### config.mk
export PLATFORM = sky130hd
export DESIGN_NAME = dac_out_stage
export DESIGN_NICKNAME = d
export VERILOG_FILES = /design/src/rtl/dac_out_stage.sv
export SDC_FILE = /design/constraint.sdc
export NUM_CORES = 1
export LEC_CHECK = 0
export ABC_AREA = 1
export CAP_MARGIN = 25
export CORE_ASPECT_RATIO = 0.7
export CORE_MARGIN = 1
export CORE_UTILIZATION = 40
export DETAILED_ROUTE_END_ITERATION = 12
export DONT_BUFFER_PORTS = 1
export PLACE_DENSITY = 0.59
export SLEW_MARGIN = 10
export SYNTH_ARGS = -nofsm -noshare
export SYNTH_HDL_FRONTEND = slang
export SYNTH_SLANG_ARGS = --single-unit
### constraint.sdc
create_clock -name clk -period 11.8 [get_ports clk]
set_input_delay 2.36 -clock clk [delete_from_list [all_inputs] [get_ports clk]]
set_output_delay 2.36 -clock clk [all_outputs]
set_load 0.02 [all_outputs]
### src/rtl/dac_out_stage.sv
`default_nettype none
// ============================================================================
// Module  : dac_out_stage
// Purpose : DAC output stage with inverse-sinc/bypass, round+saturate, mute ramp,
//           offset-binary coding, underrun flag and clip counter.
// Rev     : 1.0
// ============================================================================
module dac_out_stage #(
  parameter int W            = 14,
  parameter int WC           = 12,
  parameter int C_EDGE       = -64,
  parameter int C_CENTER     = 1152,
  parameter int SHIFT        = 10,
  parameter int MUTE_STEPS   = 4,
  parameter int UNDERRUN_MAX = 16
) (
  input  logic         clk,
  input  logic         rst,
  input  logic [W-1:0] i_data,
  input  logic         val_in,
  input  logic         c_comp_dac,
  input  logic         c_mute,
  output logic [W-1:0] o_dac,
  output logic         val_out,
  output logic         underrun,
  output logic [15:0]  sat_cnt
);

  localparam int c_aw   = W + WC + 2;
  localparam int c_kw   = $clog2(MUTE_STEPS + 1);
  localparam int c_gw   = $clog2(UNDERRUN_MAX + 1);
  localparam int c_half = 1 << (SHIFT - 1);
  localparam int c_ymax = (1 << (W - 1)) - 1;
  localparam int c_ymin = -(1 << (W - 1));

  localparam logic signed [WC-1:0] c_edge   = WC'(C_EDGE);
  localparam logic signed [WC-1:0] c_center = WC'(C_CENTER);

  typedef enum logic [1:0] {
    ST_RUN   = 2'd0,
    ST_DOWN  = 2'd1,
    ST_MUTED = 2'd2,
    ST_UP    = 2'd3
  } state_e;

  // --------------------------------------------------------------------------
  // Stage 1: tap delay line; the path select rides along with each sample
  // --------------------------------------------------------------------------
  logic signed [W-1:0] x0_q, x1_q, x2_q;
  logic                comp_q;
  logic                v1_q;

  always_ff @(posedge clk) begin
    if (rst) begin
      x0_q   <= '0;
      x1_q   <= '0;
      x2_q   <= '0;
      comp_q <= 1'b0;
      v1_q   <= 1'b0;
    end else begin
      v1_q <= val_in;
      if (val_in) begin
        x0_q   <= i_data;
        x1_q   <= x0_q;
        x2_q   <= x1_q;
        comp_q <= c_comp_dac;
      end
    end
  end

  // --------------------------------------------------------------------------
  // Stage 2: 3-tap MAC, round half up, clip to the signed output range
  // --------------------------------------------------------------------------
  logic signed [c_aw-1:0] w_acc;
  logic signed [c_aw-1:0] w_rnd;
  logic signed [c_aw-1:0] w_shr;
  logic signed [W-1:0]    w_y;
  logic                   w_clip;

  always_comb begin
    w_acc  = (c_aw'(x0_q) + c_aw'(x2_q)) * c_aw'(c_edge)
           + c_aw'(x1_q) * c_aw'(c_center);
    w_rnd  = w_acc + c_aw'(c_half);
    w_shr  = w_rnd >>> SHIFT;
    w_y    = w_shr[W-1:0];
    w_clip = 1'b0;
    // Bypass taps the centre register so both paths share one group delay.
    if (!comp_q) begin
      w_y = x1_q;
    end else if (w_shr > c_aw'(c_ymax)) begin
      w_y    = W'(c_ymax);
      w_clip = 1'b1;
    end else if (w_shr < c_aw'(c_ymin)) begin
      w_y    = W'(c_ymin);
      w_clip = 1'b1;
    end
  end

  logic signed [W-1:0] y_q;
  logic                clip_q;
  logic                v2_q;

  always_ff @(posedge clk) begin
    if (rst) begin
      y_q    <= '0;
      clip_q <= 1'b0;
      v2_q   <= 1'b0;
    end else begin
      v2_q <= v1_q;
      if (v1_q) begin
        y_q    <= w_y;
        clip_q <= w_clip;
      end
    end
  end

  // --------------------------------------------------------------------------
  // Stage 3: mute ramp FSM. A change of c_mute takes effect on the same
  // output it is seen with; k is the shift applied to the next output.
  // --------------------------------------------------------------------------
  state_e              state_q, state_d;
  state_e              w_mode;
  logic [c_kw-1:0]     k_q, k_d;
  logic [c_kw-1:0]     w_k;
  logic signed [W-1:0] w_g;

  always_ff @(posedge clk) begin
    if (rst) begin
      state_q <= ST_RUN;
      k_q     <= '0;
    end else begin
      state_q <= state_d;
      k_q     <= k_d;
    end
  end

  always_comb begin
    w_mode  = state_q;
    w_k     = k_q;
    w_g     = y_q;
    state_d = state_q;
    k_d     = k_q;

    case (state_q)
      ST_RUN: begin
        if (c_mute) begin
          w_mode = ST_DOWN;
          w_k    = c_kw'(1);
        end
      end
      ST_DOWN: begin
        if (!c_mute) w_mode = ST_UP;
      end
      ST_MUTED: begin
        if (!c_mute) begin
          w_mode = ST_UP;
          w_k    = c_kw'(MUTE_STEPS);
        end
      end
      default: begin
        if (c_mute) w_mode = ST_DOWN;
      end
    endcase

    case (w_mode)
      ST_DOWN: begin
        w_g = y_q >>> w_k;
        if (v2_q) begin
          if (w_k == c_kw'(MUTE_STEPS)) begin
            state_d = ST_MUTED;
            k_d     = w_k;
          end else begin
            state_d = ST_DOWN;
            k_d     = w_k + c_kw'(1);
          end
        end
      end
      ST_UP: begin
        w_g = y_q >>> w_k;
        if (v2_q) begin
          if (w_k == c_kw'(1)) begin
            state_d = ST_RUN;
            k_d     = '0;
          end else begin
            state_d = ST_UP;
            k_d     = w_k - c_kw'(1);
          end
        end
      end
      ST_MUTED: begin
        w_g = '0;
      end
      default: begin
        w_g = y_q;
      end
    endcase
  end

  // --------------------------------------------------------------------------
  // Output register: offset-binary code, strobe, clip counter
  // --------------------------------------------------------------------------
  logic [W-1:0] o_dac_q;
  logic         val_out_q;
  logic [15:0]  sat_cnt_q;

  always_ff @(posedge clk) begin
    if (rst) begin
      o_dac_q   <= {1'b1, {(W-1){1'b0}}};
      val_out_q <= 1'b0;
      sat_cnt_q <= '0;
    end else begin
      val_out_q <= v2_q;
      if (v2_q) begin
        o_dac_q <= {~w_g[W-1], w_g[W-2:0]};
        if (clip_q && (sat_cnt_q != 16'hFFFF)) begin
          sat_cnt_q <= sat_cnt_q + 16'd1;
        end
      end
    end
  end

  // --------------------------------------------------------------------------
  // Underrun: idle-clock counter armed by the first sample after reset
  // --------------------------------------------------------------------------
  logic            armed_q;
  logic [c_gw-1:0] gap_q;
  logic            underrun_q;

  always_ff @(posedge clk) begin
    if (rst) begin
      armed_q    <= 1'b0;
      gap_q      <= '0;
      underrun_q <= 1'b0;
    end else if (val_in) begin
      armed_q <= 1'b1;
      gap_q   <= '0;
    end else if (armed_q && (gap_q != c_gw'(UNDERRUN_MAX))) begin
      gap_q <= gap_q + c_gw'(1);
      if (gap_q == c_gw'(UNDERRUN_MAX - 1)) begin
        underrun_q <= 1'b1;
      end
    end
  end

  assign o_dac    = o_dac_q;
  assign val_out  = val_out_q;
  assign underrun = underrun_q;
  assign sat_cnt  = sat_cnt_q;

endmodule
`default_nettype wire

==> run summary <==
Status -> finished clean
Met3 usage -> 3.67%
Routed len/inst -> 14.6 um
Final setup margin -> 6.71 ns
Num rows -> 41
Final nets -> 1189
Met2 usage -> 25.1%
Combinational share of power -> 36.0%
Maxcap violations -> 0
Min Tclk post-route -> 5.09 ns
CTS Buf Count -> 9
Worst Hold Class -> reg2reg
First-pass GRT wire length -> 31.3 mm
Post-DP HPWL -> 14.9 mm
Vias post-DR -> 6838
Clk_lat worst skew -> 0.36 ns
Residual DRC -> 0
Met1 Track Usage GR -> 32.5%
Number of setup buffers added after CTS -> 0
Worst Path Required -> 12.04 ns
Most frequent CP cell -> nand2_1
PortBufs -> 0
Synth warnings -> 0
Crit path max fanout -> 13
Net Count, Synth -> 1204
I/O pin cnt -> 51
Post-synth cell types -> 50
Largest net degree at the start of global routing -> 46
Effective utilization at floorplan -> 41.6%
Max Slew Vio Count -> 0
Drt pass-1 iters -> 5
Antenna Violating Nets Remaining -> 0
Pwr/cell area -> 135 nW/um^2
Max Clock Skew -> 0.0152 ns
Power, Total -> 0.00109 W
Worst slew margin -> 38.1%
Vias in the first global route -> 5973
Worst Setup Path Type -> reg2reg
Die height -> 118 um
Layout cells sized above 1 -> 5.87%
FMAX -> 197 MHz
Vias per cell -> 5.22
CTS Sinks -> 103
GRT busiest layer -> met1
Syn avg cell area -> 7.05 um^2
Clock Power Share -> 30.1%
Area Overhead vs Synth -> 6.13%
GRT Util Overall -> 19.7%
Core Box Area -> 18400 um^2
Crit path largest cell delay -> 0.40 ns
Worst path slowest cell -> ha_1
CTS tree -> yes
Area of placed instances -> 7780 um^2
Mapped cell area -> 7640 um^2
Flop pwr share -> 33.9%
Setup slack after placement -> 6.81 ns
Switch Pwr -> 0.000416 W
Gr ovfl total -> 0
Worst slew pin tran -> 0.926 ns
Sw frac -> 38.1%
Element type at the critical path start -> flop
Clock transition at the registers of the reported paths -> 0.08 ns
Synth Register Bits -> 103
Gpl congestion -> 0.890
# resized after CTS -> 0
Initial antenna violation count -> 0
Fill count -> 1923
Final setup fails -> 0
CTS Hold Bufs -> 0
Die W -> 167 um
RSZ-0062 raised after global routing -> false
Mapped Cells -> 1083
Ant. Diodes -> 0
CP Capture Type -> flop
Setup TNS Final -> 0 ns
Prevailing post-synth register cell -> dfxtp_1
Max IR drop VDD -> 0.0639 mV
Number of H-tree levels -> 3
Asr flop ratio synth -> 0%
DRT iter0 DRCs -> 402
Post-route design area -> 8110 um^2
Final hold vios -> 0
Leakage -> 3.71 nW
Die area -> 19700 um^2
Root buf cell -> clkbuf_16
Fin util -> 44.1%
Tcrit/Tclk final -> 43.1%
Crit path DAT -> 5.33 ns
Clk buf depth -> 2
WL final -> 19.1 mm
Post-synth EDFFs -> 0
Internal cell power -> 0.000676 W
Seq/Total Area, Yosys -> 27.0%
==> routing by layer <==
| metal | share of wire, % | wire, um |
|---|---|---|
| met3 | 5.2 | 998 |
| met2 | 36 | 6840 |
| met5 | 0 | 0 |
| met1 | 58 | 11100 |
| met4 | 0.99 | 189 |
==> through the flow <==
step | std cells | hold slack (ns)
2_1_floorplan | 1083 | 0.435
3_3_place_gp | 1293 | 0.460
3_5_place_dp | 1293 | 0.469
4_1_cts | 1309 | 0.479
5_1_grt | 1309 | 0.487
6_report | 1309 | 0.476
==> sequential cells by signal, indices dropped and copies added, names as in the netlist, 2 cells and up <==
register,cells
x1_q,14
o_dac,14
x2_q,14
y_q,14
x0_q,14
state_q,2
gap_q,5
sat_cnt,16
k_q,3
==> critical path: cells and delay by family, from the launching register on <==
| family | cells | cell delay [ns] |
|---|---|---|
| buffers and inverters | 2 | 0.12 |
| AOI/OAI and AO/OA | 7 | 1.39 |
| DFF | 1 | 0.31 |
| and+or+nand+nor | 17 | 1.81 |
| adders and majority gates | 4 | 1.35 |
==> synth_stat cells, types with 4 or more instances <==
cell,number,area (um^2)
inv_1,139,522
xor2_1,28,245
nor2_2,5,31.3
o22ai_1,26,163
nand2_1,244,916
o211ai_1,4,30.0
nand4_1,8,50.1
nor3b_1,4,30.0
nand3_1,48,240
o21ai_0,69,345
nor3_1,13,65.1
nand3_2,7,70.1
ha_1,100,1250
a21oi_1,111,556
xnor2_1,12,105
nor2_1,62,233
clkbuf_1,18,67.6
dfxtp_1,103,2060
or2_2,4,25.0
o21a_1,5,37.5
nand2_2,14,87.6
a31oi_1,11,68.8
==> cell type report <==
class | count | area, um^2 | share of cell area, %
sequential | 103 | 2060 | 25.4
multi-input combinational | 805 | 4850 | 59.8
clock inverter | 5 | 70.1 | 0.864
tap | 236 | 295 | 3.64
inverter | 145 | 544 | 6.72
clock buffer | 11 | 253 | 3.12
timing repair buffer | 4 | 30.0 | 0.370
==> worst paths after layout <==
check                           startpoint      end  slack (ns)  depth (start not counted)
worst max-delay path               x0_q[3]  y_q[11]        6.71                         30
worst min-delay path                  v1_q   clip_q        0.48                          2
worst max register to register     x0_q[3]  y_q[11]        6.71                         30
worst min register to register        v1_q   clip_q        0.48                          2
==> cells in the final DEF (no fill, tap or decap), drive strengths merged, types with 2 or more instances in the layout <==
cell type,count
o22ai,26
or2,4
mux2i,3
xor2,28
o21ai,70
o31ai,3
a31oi,11
nand2,259
o211ai,4
nor3,14
o2111ai,2
o21a,5
nor3b,4
nand3,55
o21bai,4
ha,100
nand4,11
a21oi,113
clkinv,4
fa,2
xnor2,12
inv,145
buf,4
dfxtp,103
nor2,67
clkbuf,11
==> power by group through the flow <==
stage,logic (W),registers (W),clock network [W]
global placement,0.000389,0.000378,0
CTS,0.000392,0.000370,0.000335
finish,0.000394,0.000370,0.000329
global route,0.000451,0.000372,0.000349
floorplan,0.000316,0.000375,0
detailed placement,0.000388,0.000378,0
==> kinds of logic after synthesis <==
group	count (synthesis)	share of synthesized area, %
buffers and inverters	175	9.49
multiplexers	3	0.393
AND/OR/NAND/NOR	416	23.8
AO/OA/AOI/OAI	244	17.8
adder cells (fa/ha/maj)	102	16.9
flip-flops	103	27.0
XOR/XNOR	40	4.59
(Power assumes the default switching activity.)
==> RTL edit, RTL diff (same flow settings) <==
Set the parameter `SHIFT` to 7 (it was 10).
--- a/src/rtl/dac_out_stage.sv
+++ b/src/rtl/dac_out_stage.sv
@@ -12,3 +12,3 @@
   parameter int C_CENTER     = 1152,
-  parameter int SHIFT        = 10,
+  parameter int SHIFT        = 7,
   parameter int MUTE_STEPS   = 4,
Behaviour: not the same (a bounded check fails within 4 cycles, from zero or initial values and one cycle with rst high).
==> RTL edit against the unedited design <==
Sequential cell count unchanged. Synthesized area rose by 0.23%. Cell count increased by 4.5%. Via count is 2.9% higher. Setup slack improved by 0.069 ns. Power is 4.1% lower. Count of clock-buffer cells in the layout is 1 lower. Critical endpoint is now y_q[5]. Critical path depth down 2. Fmax up 1.4%. Sequential power about the same. Routed wire length grew 1.0%. Design area is 0.62% higher. Die area is 0.22% higher.
==> RTL edit: results (changes against the unedited design) <==
| Metric | Value |
|---|---|
| Adder-Cell Fraction of Synth Area | 14.35% (-2.6 points) |
| Count of warnings emitted by yosys | 0 (unchanged) |
| Metal3 WL | 957 um (-4.1%) |
| Layout cells sized above 1 | 6.184% (+0.31 points) |
| NetSw | 0.4135 mW (-0.66%) |
| Worst EP arrival | 5.27 ns (-0.06 ns) |
| Status | completed |
| Seq/Total Area, Yosys | 26.94% (-0.062 points) |
| Hold crit path type | flop to flop |
| R2R depth | 28 (-6.7%) |
| Placed insts | 1351 (+4.5%) |
| Input/output buffers | 0 (unchanged) |
| Area post-placement | 7860 um2 (+1.0%) |
| Comb group | 0.387 mW (-2%) |
| Number of distinct library cells after synthesis | 44 (-12%) |
| Gp weighted congestion | 0.9098 (+2.2%) |
| Pre-CTS setup slack | 6.863 ns (+0.05493 ns) |
| Design area | 8155 um2 (+0.62%) |
| Pleak | 3.804 nW (+2.4%) |
| Crit-path max FO | 13 (unchanged) |
| Mux contribution to synthesized area | 0.3923% (-0.00090 points) |
| First-pass GRT wire length | 32000 um (+2.2%) |
| Clock buffer depth | 2 (unchanged) |
| Peak VDD IR | 0.00006758 V (+5.7%) |
| Worst-margin pin slew | 0.8878 ns (-0.03785 ns) |
| Synth Area in Compound Gates | 17.29% (-0.50 points) |
| Final Skew | 0.01496 ns (-0.0002081 ns) |
| Avg Vias per Cell | 5.143 (-1.5%) |
| HPWL Detailed | 15430 um (+3.3%) |
| GRT Total Usage | 19.97% (+0.24 points) |
| Largest net degree at the start of global routing | 35 (-24%) |
| WL final | 19300 um (+1.0%) |
| Met2 WL post-DR | 7199 um (+5.2%) |
| Number of global-route vias before repair | 6220 (+4.1%) |
| XOR/XNOR Fraction of Synth Area | 4.462% (-0.12 points) |
| Commonest cells in the netlist | nand2_1 (304), inv_1 (159), a21oi_1 (103), dfxtp_1 (103), ha_1 (83) |
| Synth Instances | 1142 (+5.4%) |
| CP delay by family, top | compound AO/OA/AOI/OAI gates |
| CP max-delay cell | a21oi_2 |
| TritonRoute pass-1 iters | 6 (+1) |
| Initial drt markers | 627 (+56%) |
| Ranking of synthesized cells by area | dfxtp_1 (27%), nand2_1 (15%), ha_1 (14%), inv_1 (7.8%), a21oi_1 (6.7%) |
| CTS Buf Count | 9 (unchanged) |
| Reg power frac | 35.3% (+1.4 points) |
| Syn nets | 1247 (+3.6%) |
| Routed len/inst | 14.11 um (-3.3%) |
| Ys flop type | dfxtp_1 |
| Largest register FFs | 16 (unchanged) |
## RTL edit: worst paths after layout
path | start | to | slack, ns
max | x0_q[3] | y_q[5] | 6.78
min | k_q[1] | k_q[1] | 0.47
max reg2reg | x0_q[3] | y_q[5] | 6.78
min reg2reg | k_q[1] | k_q[1] | 0.47
## RTL edit: layer usage
metal  track usage, %  vias to the layer above
li1                 -                     3702
met4            3.498                        0
met3            3.295                        9
met2            26.69                      185
met1            32.49                     3140
met5                0                        -
## RTL edit: cells by family after synthesis
family / after synthesis
adders and majority gates: 86
buffers and inverters: 195
muxes: 3
and+or+nand+nor: 483
xor gates and xnor gates: 39
DFF: 103
AOI/OAI and AO/OA: 233
## RTL edit: final cells by class
class                           count  area, um2
Multi-Input combinational cell    844       4841
Sequential cell                   103       2062
Clock buffer                       10      229.0
Tap cell                          236      295.3
Clock inverter                      6      55.05
Inverter                          165      619.3
Fill cell                        1938      10210
Timing Repair Buffer                4      53.80
